File: config.mk
export PLATFORM = sky130hd
export DESIGN_NAME = plic_claim_engine_flat
export DESIGN_NICKNAME = d
export VERILOG_FILES = /design/src/rtl/plic_claim_engine_pkg.sv /design/src/rtl/plic_claim_engine_if.sv /design/src/rtl/plic_claim_engine_rr_arbiter.sv /design/src/rtl/plic_claim_engine.sv /design/src/flat_wrapper.sv
export SDC_FILE = /design/constraint.sdc
export NUM_CORES = 1
export LEC_CHECK = 0
export BUFFER_PORTS_ARGS = -buffer_cell sky130_fd_sc_hd__buf_4
export CORE_MARGIN = 1.5
export CORE_UTILIZATION = 45
export DETAILED_ROUTE_END_ITERATION = 12
export PLACE_DENSITY = 0.72
export SLEW_MARGIN = 20
export SYNTH_ARGS = -nofsm -noshare
export SYNTH_HDL_FRONTEND = slang
export SYNTH_SLANG_ARGS = --single-unit
export TNS_END_PERCENT = 50
File: constraint.sdc
create_clock -name PCLK -period 5.9 [get_ports PCLK]
set_clock_uncertainty 0.2 [all_clocks]
set_input_delay 1.18 -clock PCLK [delete_from_list [all_inputs] [get_ports PCLK]]
set_output_delay 1.18 -clock PCLK [all_outputs]
set_load 0.01 [all_outputs]
File: src/rtl/plic_claim_engine_pkg.sv
// Shared types for the PLIC claim/complete sequencer: per-target and APB
// master state encodings plus the holdoff counter width.
package plic_claim_pkg;

    localparam int HOLDOFF_W = 4;
    localparam int TSTATE_W  = 3;
    localparam int ASTATE_W  = 2;

    typedef enum logic [TSTATE_W-1:0] {
        T_IDLE      = 3'd0,
        T_CLAIM_REQ = 3'd1,
        T_OFFER     = 3'd2,
        T_SERVICE   = 3'd3,
        T_CMPL_REQ  = 3'd4
    } tgt_state_e;

    typedef enum logic [ASTATE_W-1:0] {
        A_IDLE   = 2'd0,
        A_SETUP  = 2'd1,
        A_ACCESS = 2'd2
    } apb_state_e;

endpackage

File: src/rtl/plic_claim_engine_if.sv
// APB4 bus between the claim engine (master) and the PLIC register file (slave).
interface plic_claim_engine_if #(
    parameter int PADDR_SIZE = 32,
    parameter int PDATA_SIZE = 32
);
    logic                    PSEL;
    logic                    PENABLE;
    logic [PADDR_SIZE-1:0]   PADDR;
    logic                    PWRITE;
    logic [PDATA_SIZE/8-1:0] PSTRB;
    logic [PDATA_SIZE-1:0]   PWDATA;
    logic [PDATA_SIZE-1:0]   PRDATA;
    logic                    PREADY;
    logic                    PSLVERR;

    modport master (
        output PSEL, PENABLE, PADDR, PWRITE, PSTRB, PWDATA,
        input  PRDATA, PREADY, PSLVERR
    );

    modport slave (
        input  PSEL, PENABLE, PADDR, PWRITE, PSTRB, PWDATA,
        output PRDATA, PREADY, PSLVERR
    );
endinterface

File: src/rtl/plic_claim_engine_rr_arbiter.sv
// Round-robin arbiter: one-hot grant starting the search at the pointer;
// the pointer moves to one past the winner when the grant is accepted.
module plic_rr_arbiter #(
    parameter int N = 4
) (
    input  logic         i_clk,
    input  logic         i_rst,
    input  logic [N-1:0] i_req,
    input  logic         i_accept,
    output logic [N-1:0] o_grant
);
    localparam int IW = (N > 1) ? $clog2(N) : 1;

    logic [IW-1:0] r_ptr;
    logic [IW-1:0] w_idx;
    logic [IW-1:0] w_j;
    logic [IW:0]   w_sum;
    logic          w_found;

    // One extra bit on the sum keeps ptr+k exact before the modulo-N wrap.
    always_comb begin
        o_grant = '0;
        w_idx   = r_ptr;
        w_found = 1'b0;
        w_sum   = '0;
        w_j     = '0;
        for (int k = 0; k < N; k++) begin
            w_sum = {1'b0, r_ptr} + (IW+1)'(k);
            if (w_sum >= (IW+1)'(N)) begin
                w_sum = w_sum - (IW+1)'(N);
            end
            w_j = w_sum[IW-1:0];
            if (!w_found && i_req[w_j]) begin
                w_found    = 1'b1;
                o_grant[w_j] = 1'b1;
                w_idx      = w_j;
            end
        end
    end

    always_ff @(posedge i_clk) begin
        if (i_rst) begin
            r_ptr <= '0;
        end else if (i_accept && w_found) begin
            r_ptr <= (w_idx == IW'(N-1)) ? '0 : w_idx + IW'(1);
        end
    end

endmodule

File: src/rtl/plic_claim_engine.sv
// Hardware claim/complete sequencer for the APB4 PLIC: claims IDs for targets
// with pending irq, offers them to consumers and writes them back when done.
module plic_claim_engine
    import plic_claim_pkg::*;
#(
    parameter int          PADDR_SIZE   = 32,
    parameter int          PDATA_SIZE   = 32,
    parameter int          SOURCES      = 64,
    parameter int          TARGETS      = 4,
    parameter logic [31:0] CLAIM_BASE   = 32'h0020_0004,
    parameter logic [31:0] CLAIM_STRIDE = 32'h0000_1000,
    parameter int          HOLDOFF      = 2,
    localparam int         SOURCES_BITS = $clog2(SOURCES + 1)
) (
    input  logic                             PCLK,
    input  logic                             PRESET,
    input  logic [TARGETS-1:0]               irq,
    plic_claim_engine_if.master              apb,
    // id_valid/id_ready: id[t] is held stable while id_valid[t] is high and the
    // ID is handed over on the cycle both id_valid[t] and id_ready[t] are high.
    output logic [TARGETS-1:0]               id_valid,
    output logic [TARGETS*SOURCES_BITS-1:0]  id,
    input  logic [TARGETS-1:0]               id_ready,
    input  logic [TARGETS-1:0]               done,
    output logic [ASTATE_W-1:0]              o_dbg_apb_state,
    output logic [TARGETS*TSTATE_W-1:0]      o_dbg_tgt_state
);
    localparam int TIW = (TARGETS > 1) ? $clog2(TARGETS) : 1;
    localparam logic [HOLDOFF_W-1:0] HOLDOFF_LOAD = HOLDOFF_W'(HOLDOFF);

    tgt_state_e              r_tstate  [TARGETS];
    logic [SOURCES_BITS-1:0] r_id      [TARGETS];
    logic [HOLDOFF_W-1:0]    r_holdoff [TARGETS];

    apb_state_e              r_astate;
    logic [TIW-1:0]          r_owner;
    logic                    r_pwrite;
    logic [PADDR_SIZE-1:0]   r_paddr;
    logic [PDATA_SIZE-1:0]   r_pwdata;
    logic [PDATA_SIZE/8-1:0] r_pstrb;

    logic [TARGETS-1:0]      w_cmpl_req;
    logic [TARGETS-1:0]      w_claim_req;
    logic [TARGETS-1:0]      w_cmpl_grant;
    logic [TARGETS-1:0]      w_claim_grant;
    logic [TARGETS-1:0]      w_grant;
    logic [TIW-1:0]          w_gidx;
    logic [PADDR_SIZE-1:0]   w_addr;
    logic                    w_cmpl_any;
    logic                    w_claim_any;
    logic                    w_apb_idle;
    logic                    w_start;
    logic                    w_xfer_done;
    logic                    w_rd_ok;
    logic [SOURCES_BITS-1:0] w_rd_id;
    logic                    w_unused_prdata;

    always_comb begin
        w_cmpl_req  = '0;
        w_claim_req = '0;
        for (int t = 0; t < TARGETS; t++) begin
            w_cmpl_req[t]  = (r_tstate[t] == T_CMPL_REQ);
            w_claim_req[t] = (r_tstate[t] == T_CLAIM_REQ);
        end
    end

    // While a transfer is outstanding the requester's state is unchanged, but
    // no grant can be issued because arbitration only happens in A_IDLE.
    assign w_apb_idle  = (r_astate == A_IDLE);
    assign w_cmpl_any  = |w_cmpl_req;
    assign w_claim_any = |w_claim_req;
    assign w_start     = w_apb_idle && (w_cmpl_any || w_claim_any);
    assign w_grant     = w_cmpl_any ? w_cmpl_grant : w_claim_grant;

    plic_rr_arbiter #(.N(TARGETS)) u_cmpl_arb (
        .i_clk    (PCLK),
        .i_rst    (PRESET),
        .i_req    (w_cmpl_req),
        .i_accept (w_apb_idle && w_cmpl_any),
        .o_grant  (w_cmpl_grant)
    );

    plic_rr_arbiter #(.N(TARGETS)) u_claim_arb (
        .i_clk    (PCLK),
        .i_rst    (PRESET),
        .i_req    (w_claim_req),
        .i_accept (w_apb_idle && !w_cmpl_any && w_claim_any),
        .o_grant  (w_claim_grant)
    );

    always_comb begin
        w_gidx = '0;
        for (int t = 0; t < TARGETS; t++) begin
            if (w_grant[t]) begin
                w_gidx = TIW'(t);
            end
        end
    end

    assign w_addr = PADDR_SIZE'(CLAIM_BASE)
                  + PADDR_SIZE'(w_gidx) * PADDR_SIZE'(CLAIM_STRIDE);

    assign w_xfer_done     = (r_astate == A_ACCESS) && apb.PREADY;
    assign w_rd_id         = apb.PRDATA[SOURCES_BITS-1:0];
    assign w_rd_ok         = !apb.PSLVERR && (w_rd_id != '0);
    assign w_unused_prdata = ^apb.PRDATA;

    always_ff @(posedge PCLK) begin
        if (PRESET) begin
            r_astate <= A_IDLE;
            r_owner  <= '0;
            r_pwrite <= 1'b0;
            r_paddr  <= '0;
            r_pwdata <= '0;
            r_pstrb  <= '0;
        end else begin
            case (r_astate)
                A_IDLE: begin
                    if (w_start) begin
                        r_astate <= A_SETUP;
                        r_owner  <= w_gidx;
                        r_pwrite <= w_cmpl_any;
                        r_paddr  <= w_addr;
                        r_pwdata <= w_cmpl_any ? PDATA_SIZE'(r_id[w_gidx]) : '0;
                        r_pstrb  <= w_cmpl_any ? '1 : '0;
                    end
                end
                A_SETUP: begin
                    r_astate <= A_ACCESS;
                end
                A_ACCESS: begin
                    if (apb.PREADY) begin
                        r_astate <= A_IDLE;
                    end
                end
                default: begin
                    r_astate <= A_IDLE;
                end
            endcase
        end
    end

    always_ff @(posedge PCLK) begin
        if (PRESET) begin
            for (int t = 0; t < TARGETS; t++) begin
                r_tstate[t]  <= T_IDLE;
                r_id[t]      <= '0;
                r_holdoff[t] <= '0;
            end
        end else begin
            for (int t = 0; t < TARGETS; t++) begin
                case (r_tstate[t])
                    T_IDLE: begin
                        if (r_holdoff[t] != '0) begin
                            r_holdoff[t] <= r_holdoff[t] - HOLDOFF_W'(1);
                        end else if (irq[t]) begin
                            r_tstate[t] <= T_CLAIM_REQ;
                        end
                    end
                    T_CLAIM_REQ: begin
                        // A zero ID or a slave error is a spurious claim.
                        if (w_xfer_done && (r_owner == TIW'(t))) begin
                            if (w_rd_ok) begin
                                r_id[t]     <= w_rd_id;
                                r_tstate[t] <= T_OFFER;
                            end else begin
                                r_tstate[t] <= T_IDLE;
                            end
                        end
                    end
                    T_OFFER: begin
                        if (id_ready[t]) begin
                            r_tstate[t] <= T_SERVICE;
                        end
                    end
                    T_SERVICE: begin
                        if (done[t]) begin
                            r_tstate[t] <= T_CMPL_REQ;
                        end
                    end
                    T_CMPL_REQ: begin
                        if (w_xfer_done && (r_owner == TIW'(t))) begin
                            r_tstate[t]  <= T_IDLE;
                            r_holdoff[t] <= HOLDOFF_LOAD;
                        end
                    end
                    default: begin
                        r_tstate[t] <= T_IDLE;
                    end
                endcase
            end
        end
    end

    always_comb begin
        id_valid        = '0;
        id              = '0;
        o_dbg_tgt_state = '0;
        for (int t = 0; t < TARGETS; t++) begin
            id_valid[t]                              = (r_tstate[t] == T_OFFER);
            id[t*SOURCES_BITS +: SOURCES_BITS]       = r_id[t];
            o_dbg_tgt_state[t*TSTATE_W +: TSTATE_W]  = r_tstate[t];
        end
    end

    assign apb.PSEL        = (r_astate != A_IDLE);
    assign apb.PENABLE     = (r_astate == A_ACCESS);
    assign apb.PADDR       = r_paddr;
    assign apb.PWRITE      = r_pwrite;
    assign apb.PSTRB       = r_pstrb;
    assign apb.PWDATA      = r_pwdata;
    assign o_dbg_apb_state = r_astate;

endmodule

File: src/flat_wrapper.sv
// flat-port wrapper written by rule: the top's interface ports become plain ports
module plic_claim_engine_flat import plic_claim_pkg::*;
#(
    parameter int          PADDR_SIZE   = 32,
    parameter int          PDATA_SIZE   = 32,
    parameter int          SOURCES      = 64,
    parameter int          TARGETS      = 4,
    parameter logic [31:0] CLAIM_BASE   = 32'h0020_0004,
    parameter logic [31:0] CLAIM_STRIDE = 32'h0000_1000,
    parameter int          HOLDOFF      = 2,
    localparam int         SOURCES_BITS = $clog2(SOURCES + 1)
)
  (PCLK, PRESET, irq, id_valid, id, id_ready, done, o_dbg_apb_state, o_dbg_tgt_state, apb_PSEL, apb_PENABLE, apb_PADDR, apb_PWRITE, apb_PSTRB, apb_PWDATA, apb_PRDATA, apb_PREADY, apb_PSLVERR);
  plic_claim_engine_if #(.PADDR_SIZE(PADDR_SIZE), .PDATA_SIZE(PDATA_SIZE)) apb_i ();
  input  logic PCLK;
  input  logic PRESET;
  input  logic [TARGETS-1:0] irq;
  output logic [TARGETS-1:0] id_valid;
  output logic [TARGETS*SOURCES_BITS-1:0] id;
  input  logic [TARGETS-1:0] id_ready;
  input  logic [TARGETS-1:0] done;
  output logic [ASTATE_W-1:0] o_dbg_apb_state;
  output logic [TARGETS*TSTATE_W-1:0] o_dbg_tgt_state;
  output wire logic [$bits(apb_i.PSEL)-1:0] apb_PSEL;
  output wire logic [$bits(apb_i.PENABLE)-1:0] apb_PENABLE;
  output wire logic [$bits(apb_i.PADDR)-1:0] apb_PADDR;
  output wire logic [$bits(apb_i.PWRITE)-1:0] apb_PWRITE;
  output wire logic [$bits(apb_i.PSTRB)-1:0] apb_PSTRB;
  output wire logic [$bits(apb_i.PWDATA)-1:0] apb_PWDATA;
  input wire logic [$bits(apb_i.PRDATA)-1:0] apb_PRDATA;
  input wire logic [$bits(apb_i.PREADY)-1:0] apb_PREADY;
  input wire logic [$bits(apb_i.PSLVERR)-1:0] apb_PSLVERR;
  assign apb_PSEL = apb_i.PSEL;
  assign apb_PENABLE = apb_i.PENABLE;
  assign apb_PADDR = apb_i.PADDR;
  assign apb_PWRITE = apb_i.PWRITE;
  assign apb_PSTRB = apb_i.PSTRB;
  assign apb_PWDATA = apb_i.PWDATA;
  assign apb_i.PRDATA = apb_PRDATA;
  assign apb_i.PREADY = apb_PREADY;
  assign apb_i.PSLVERR = apb_PSLVERR;
  plic_claim_engine #(.PADDR_SIZE(PADDR_SIZE), .PDATA_SIZE(PDATA_SIZE), .SOURCES(SOURCES), .TARGETS(TARGETS), .CLAIM_BASE(CLAIM_BASE), .CLAIM_STRIDE(CLAIM_STRIDE), .HOLDOFF(HOLDOFF)) u_core (.PCLK(PCLK), .PRESET(PRESET), .irq(irq), .apb(apb_i), .id_valid(id_valid), .id(id), .id_ready(id_ready), .done(done), .o_dbg_apb_state(o_dbg_apb_state), .o_dbg_tgt_state(o_dbg_tgt_state));
endmodule
==> flow_metrics.env, run 1 <==
export IMPL_clkTransAtPathRegs_ps=60
export IMPL_met1_usage=0.268
export IMPL_timing_setup_tns_ps=0
export IMPL_worst_r2r_setup_slack_ps=1270
export IMPL_cts_sinks=73
export IMPL_gp_routability_congestion=0.899
export IMPL_gr_usage_met2=0.374
export IMPL_min_period_ps=4630
export IMPL_wl_per_cell_um=17.3
export IMPL_r2r_end="u_core.apb.PWDATA[2]$_SDFFE_PP0P_"
export IMPL_drv_slew=0
export IMPL_finalWirelength_um=13200
export IMPL_synth_most_common_cell="buf_4"
export IMPL_timing_hold_ws_ps=296
export IMPL_vias=4381
export IMPL_synth_seq_cells=73
export IMPL_fmax_mhz=216
export IMPL_critPathCapture="u_core.apb.PWDATA[2]$_SDFFE_PP0P_"
export IMPL_rsz0062_at_grt="false"
export IMPL_cp_arrival_ps=4630
export IMPL_setup_violations=0
export IMPL_crit_path_end_kind="register"
export IMPL_holdBufCountCts=0
export IMPL_synth_edff_count=56
export IMPL_dr_pass1_iters=5
export IMPL_synth_area_sq_um=5240
export IMPL_maxCapViolCount=0
export IMPL_die_w_um=111
export IMPL_busiest_layer="met2"
export IMPL_synth_top_family_by_area="simple AND/OR/NAND/NOR gates"
export IMPL_die_area_sq_um=12300
export IMPL_status="complete, no violations"
export IMPL_fin_crit_sh=0.785
export IMPL_yosysTopAreaCellShare=0.321
export IMPL_start_util=0.461
export IMPL_yosysTopAreaCell="edfxtp_1"
export IMPL_relSlewSlack=0.311
export IMPL_io_buffers=86
export IMPL_overflow=0
export IMPL_antenna_cells=0
export IMPL_post_cts_buffers=0
export IMPL_synth_simple_gate_area_frac=0.233
export IMPL_synth_compound_area_frac=0.143
export IMPL_startpoint="u_core.u_claim_arb.r_ptr[0]$_SDFFE_PP0P_"
export IMPL_yosysUniqueCellTypes=69
export IMPL_ys_seq_area_frac=0.386
export IMPL_start_kind="register"
export IMPL_grt_max_degree=39
export IMPL_path_max_fanout=19
export IMPL_synth_avg_cell_area_sq_um=9.47
export IMPL_htreeDepth=3
export IMPL_cts_repair_resized=0
export IMPL_rr_worst_depth=9
export IMPL_grt_antenna_before_repair=0
export IMPL_cts_tree="done"
export IMPL_post_route_cells_drive_above_1_share=0.191
export IMPL_viasPerCell=5.73
export IMPL_grt_use_met3=0.0344
export IMPL_drt_iter0_drc=344
export IMPL_cts_root_buf="clkbuf_16"
export IMPL_synth_cells=554
export IMPL_synthAdderAreaFrac=0.0501
export IMPL_timing_final_hold_violations=0
export IMPL_synth_area_leaders="edfxtp_1, buf_4, dfxtp_1"
export IMPL_cts_buffers=9
export IMPL_r2r_start="u_core.u_claim_arb.r_ptr[0]$_SDFFE_PP0P_"
export IMPL_clk_path_buf_depth=2
export IMPL_fill_cells=1015
export IMPL_yosys_mux_area_fraction=0.0382
export IMPL_nets=686
export IMPL_area_growth_synth_to_final_pct=15.0
export IMPL_grtUsageTotal=0.214
export IMPL_tightest_slew_ps=1030
export IMPL_synth_commonest_cells="buf_4, edfxtp_1, nor2_1"
export IMPL_crit_type="reg2reg"
export IMPL_clock_latency_ps=340
export IMPL_design_core_area_sq_um=11400
export IMPL_rows=39
export IMPL_ys_warn_count=0
export IMPL_async_flop_share=0
export IMPL_first_global_vias=4151
export IMPL_synth_ff_type="edfxtp_1"
export IMPL_hold_path_class="reg2reg"
export IMPL_ir_drop_mv=0.208
export IMPL_drc=0
export IMPL_die_h_um=111
export IMPL_ioPinCount=165
export IMPL_postRouteAntennaNets=0
export IMPL_grt_pass1_wl_um=21100
export IMPL_required_ps=5900
export IMPL_hpwlAfterDp_um=9680
export IMPL_synth_xor_area_frac=0.0184
export IMPL_p_leak_uw=0.00251
export IMPL_p_per_area_nw_per_um2=347
## cells in the final DEF (no fill, tap or decap), types with 13 or more instances in the layout
cell,netlist,layout
edfxtp_1,56,56
dfxtp_1,17,17
buf_4,58,89
inv_1,26,26
nor3b_1,15,15
nor3_1,18,18
conb_1,1,53
nand3_1,13,13
a21oi_1,22,22
and2_1,23,23
ha_1,21,21
nand2_1,35,35
and3_1,14,14
nor2_1,37,37
## registers in the layout (all words and copies together) (netlist names)
| name | cells |
|---|---|
| u_core.apb.PADDR | 2 |
| u_core.apb.PSTRB | 1 |
| u_core.apb.PWDATA | 7 |
| u_core.o_dbg_apb_state | 2 |
| u_core.r_holdoff | 16 |
| u_core.r_id | 28 |
| u_core.r_owner | 1 |
| u_core.r_tstate | 12 |
| u_core.u_claim_arb.r_ptr | 2 |
| u_core.u_cmpl_arb.r_ptr | 2 |
## worst min path at each step
| stage | startpoint | end | slack [ps] | cells after the start |
|---|---|---|---|---|
| finish | u_core.apb.PWDATA[6]$_SDFFE_PP0P_ | u_core.apb.PWDATA[6]$_SDFFE_PP0P_ | 300 | 2 |
| global route | u_core.apb.PWDATA[4]$_SDFFE_PP0P_ | u_core.apb.PWDATA[4]$_SDFFE_PP0P_ | 320 | 2 |
| CTS | u_core.apb.PWDATA[6]$_SDFFE_PP0P_ | u_core.apb.PWDATA[6]$_SDFFE_PP0P_ | 300 | 2 |
| detailed placement | u_core.apb.PWDATA[6]$_SDFFE_PP0P_ | u_core.apb.PWDATA[6]$_SDFFE_PP0P_ | 270 | 2 |
| global placement | u_core.apb.PWDATA[6]$_SDFFE_PP0P_ | u_core.apb.PWDATA[6]$_SDFFE_PP0P_ | 270 | 2 |
| floorplan | u_core.apb.PWDATA[0]$_SDFFE_PP0P_ | u_core.apb.PWDATA[0]$_SDFFE_PP0P_ | 310 | 2 |
## critical path, cell delays in order (launching register included)
cell and delay [ps]:
dfxtp_1 750, clkinv_1 480, ha_1 650, nand2b_1 160, nor4_1 60, o31ai_1 610, a21oi_1 190, o32ai_2 920
mux2i_1 310, o221ai_1 160
## routing by layer
metal  up-vias  wire length (um)
met2       186              6750
met1      2113              5530
met5         -                 0
li1       2064                 -
met4         0               190
met3        18               765
## power breakdown
part	total (uW)	switching, uW	internal, uW	leakage [uW]
Clock	601	226	375	0.000160
Combinational	751	429	322	0.00163
Sequential	740	115	626	0.000725
Total	2090	770	1320	0.00251
## cells by family (layout without fill, tap and decap cells)
group,Yosys count,in the layout
AND/OR/NAND/NOR,213,213
buffers and inverters,117,133
AO/OA/AOI/OAI,103,103
flip-flops,73,73
adder cells (fa/ha/maj),21,21
multiplexers,15,15
XOR/XNOR,11,11
other,1,53
## cell type report
type	instances	area, sq um	share of cell area
clock inverter	7	101	0.0168
clock buffer	9	225	0.0373
multi-input combinational	416	2730	0.453
inverter	28	105	0.0174
tap	143	179	0.0297
timing repair buffer	89	668	0.111
sequential	73	2020	0.335
## stage by stage
stage          worst slack (ps)  cells  cell area, sq um  total power [uW]  utilization
3_3_place_gp               1530    749              5700              1470        0.502
5_1_grt                    1080    765              6030              2200        0.530
3_5_place_dp               1440    749              5700              1490        0.502
2_1_floorplan              2510    606              5440              1290            -
6_report                   1270    765              6030              2090        0.530
4_1_cts                    1410    765              6030              2090        0.530
Note: power is estimated with default switching activity, not from simulation.
==> run 2, diff against run 1 <==
- PLACE_DENSITY: 0.72 -> 0.75
- clock period: 5.9 -> 4 ns (I/O delays scaled with it)
==> run 2 against run 1 <==
  * Register-to-register slack got worse by 850 ps
  * Non-clock buffer count is 16 higher
  * Cell count increased by 2.1%
  * Sequential share of layout area decreased by 0.55 points
  * Combinational power rose by 62%
  * Worst hold slack improved by 1.5 ps
  * Maximum frequency increased by 29%
  * Global-route usage up 0.40 points
  * Utilization rose by 0.89 points
  * Die area stayed put
  * First-iteration DRC count is 11% higher
  * Clock-buffer cell count stayed put
  * Highest routed layer unchanged
==> flow_metrics.env, run 2 (same netlist as run 1, synthesis figures left out) <==
export IMPL_dr_pass1_iters=8
export IMPL_gp_routability_congestion=0.963
export IMPL_cts_tree="done"
export IMPL_clock_latency_ps=340
export IMPL_timing_hold_ws_ps=297
export IMPL_dp_slack_ps=474
export IMPL_hold_path_class="reg2reg"
export IMPL_p_int_uw=1940
export IMPL_cts_repair_resized=0
export IMPL_drv_slew=0
export IMPL_seq_power_share=0.335
export IMPL_relSlewSlack=0.520
export IMPL_cts_root_buf="clkbuf_16"
export IMPL_combPwrFrac=0.393
export IMPL_fmax_mhz=280
export IMPL_io_buffers=86
export IMPL_grt_max_degree=39
export IMPL_finalWirelength_um=13400
export IMPL_timing_final_hold_violations=0
export IMPL_maxCapViolCount=0
export IMPL_status="complete, no violations"
export IMPL_switching_share=0.376
export IMPL_setup_violations=0
export IMPL_cp_num_buf_inv=2
export IMPL_tightest_slew_ps=717
export IMPL_rsz0062_at_grt="false"
export IMPL_wl_per_cell_um=17.1
export IMPL_crit_family="simple AND/OR/NAND/NOR gates"
export IMPL_grt_pass1_wl_um=21300
export IMPL_die_w_um=111
export IMPL_clkTransAtPathRegs_ps=70
export IMPL_ir_drop_mv=0.278
export IMPL_clkPwrFrac=0.271
export IMPL_required_ps=4010
export IMPL_gr_usage_met2=0.340
export IMPL_start_util=0.461
export IMPL_cts_buffers=9
export IMPL_design_core_area_sq_um=11400
export IMPL_viasPerCell=5.74
export IMPL_postRouteAntennaNets=0
export IMPL_start_kind="register"
export IMPL_mostFrequentLayoutCells="buf_4, edfxtp_1, conb_1"
export IMPL_crit_path_end_kind="register"
export IMPL_final_common_cell="buf_4"
export IMPL_crit_chain="inv_2 -> ha_1 -> or4b_2 -> o22ai_1 -> nand3_1 -> o211ai_1 -> o32a_1 -> buf_4 -> nand3b_1 -> o221ai_1"
export IMPL_first_global_vias=4173
export IMPL_htreeDepth=3
export IMPL_vias=4485
export IMPL_fill_cells=1017
export IMPL_ioPinCount=165
export IMPL_largest_register="u_core.r_id"
export IMPL_rows=39
export IMPL_fin_crit_sh=0.894
export IMPL_p_per_area_nw_per_um2=507
export IMPL_holdBufCountCts=0
export IMPL_min_period_ps=3580
export IMPL_grt_use_met3=0.0459
export IMPL_drc=0
export IMPL_met1_usage=0.292
export IMPL_max_stage_delay_ps=650
export IMPL_post_route_cells_drive_above_1_share=0.213
export IMPL_path_max_fanout=10
export IMPL_cp_arrival_ps=3590
export IMPL_multi_input_area_sq_um=2730
export IMPL_worst_slack_ps=423
export IMPL_seqCellArea_sq_um=2020
export IMPL_crit_type="reg2reg"
export IMPL_die_h_um=111
export IMPL_hpwlAfterDp_um=9810
export IMPL_largest_reg_flops=28
export IMPL_p_leak_uw=0.00258
export IMPL_clk_path_buf_depth=2
export IMPL_grt_antenna_before_repair=0
export IMPL_crit_path_top_delay_cell="or4b_2"
export IMPL_switchingPower_uw=1170
export IMPL_top_regs="u_core.r_id (28), u_core.r_holdoff (16), u_core.r_tstate (12)"
export IMPL_antenna_cells=0
export IMPL_timing_setup_tns_ps=0
export IMPL_post_cts_buffers=0
export IMPL_busiest_layer="met2"
export IMPL_die_area_sq_um=12300
export IMPL_grtUsageTotal=0.218
export IMPL_overflow=0
export IMPL_nets=702
export IMPL_drt_iter0_drc=381
export IMPL_cts_sinks=73
export IMPL_area_growth_synth_to_final_pct=16.9
export IMPL_total_power_uw=3110
[run 2: changes by cell type in the layout (fill, tap and decap cells not counted)]
cell,previous run,this run
buf_4,89,105
clkinv_4,1,0
bufinv_16,2,1
clkinvlp_4,0,2
inv_6,2,3
clkinv_1,2,1
[run 2: worst paths after layout]
| kind | slack (ps) | startpoint | endpoint | cells after the start |
|---|---|---|---|---|
| worst max-delay path | 420 | u_core.u_cmpl_arb.r_ptr[1]$_SDFFE_PP0P_ | u_core.apb.PWDATA[3]$_SDFFE_PP0P_ | 10 |
| worst min-delay path | 300 | u_core.apb.PWDATA[6]$_SDFFE_PP0P_ | u_core.apb.PWDATA[6]$_SDFFE_PP0P_ | 2 |
| worst max register to register | 420 | u_core.u_cmpl_arb.r_ptr[1]$_SDFFE_PP0P_ | u_core.apb.PWDATA[3]$_SDFFE_PP0P_ | 10 |
| worst min register to register | 300 | u_core.apb.PWDATA[6]$_SDFFE_PP0P_ | u_core.apb.PWDATA[6]$_SDFFE_PP0P_ | 2 |
[run 2: power by group through the flow]
stage	clock [uW]	sequential [uW]	combinational (uW)
6_report	843	1040	1220
5_1_grt	890	1060	1330
4_1_cts	848	1040	1200
3_5_place_dp	0	1050	1190
3_3_place_gp	0	1050	1180
2_1_floorplan	0	1040	862
[run 2: tightest hold or removal path: cells and delay by family (launching register included)]
kind            cells  cell delay, ps
compound gates      2             130
flops               1             330
[run 2: layout make-up]
cell class,instances,area share
clock buffers,9,0.0367
clock inverters,7,0.0135
inverters,28,0.0171
multi-input cells,416,0.445
flip-flops and latches,73,0.330
well taps,143,0.0292
repair buffers,105,0.129
[run 2: per-stage QoR]
| stage | std cells | cell area, sq um | util |
|---|---|---|---|
| global placement | 765 | 5820 | 0.512 |
| global route | 781 | 6130 | 0.539 |
| finish | 781 | 6130 | 0.539 |
| CTS | 781 | 6130 | 0.539 |
| detailed placement | 765 | 5820 | 0.512 |
| floorplan | 606 | 5440 | - |
[run 2: per-layer routing]
layer / vias to the layer above / share of wire
li1: 2079 / -
met1: 2124 / 0.43
met2: 246 / 0.47
met3: 36 / 0.080
met4: 0 / 0.028
met5: - / 0
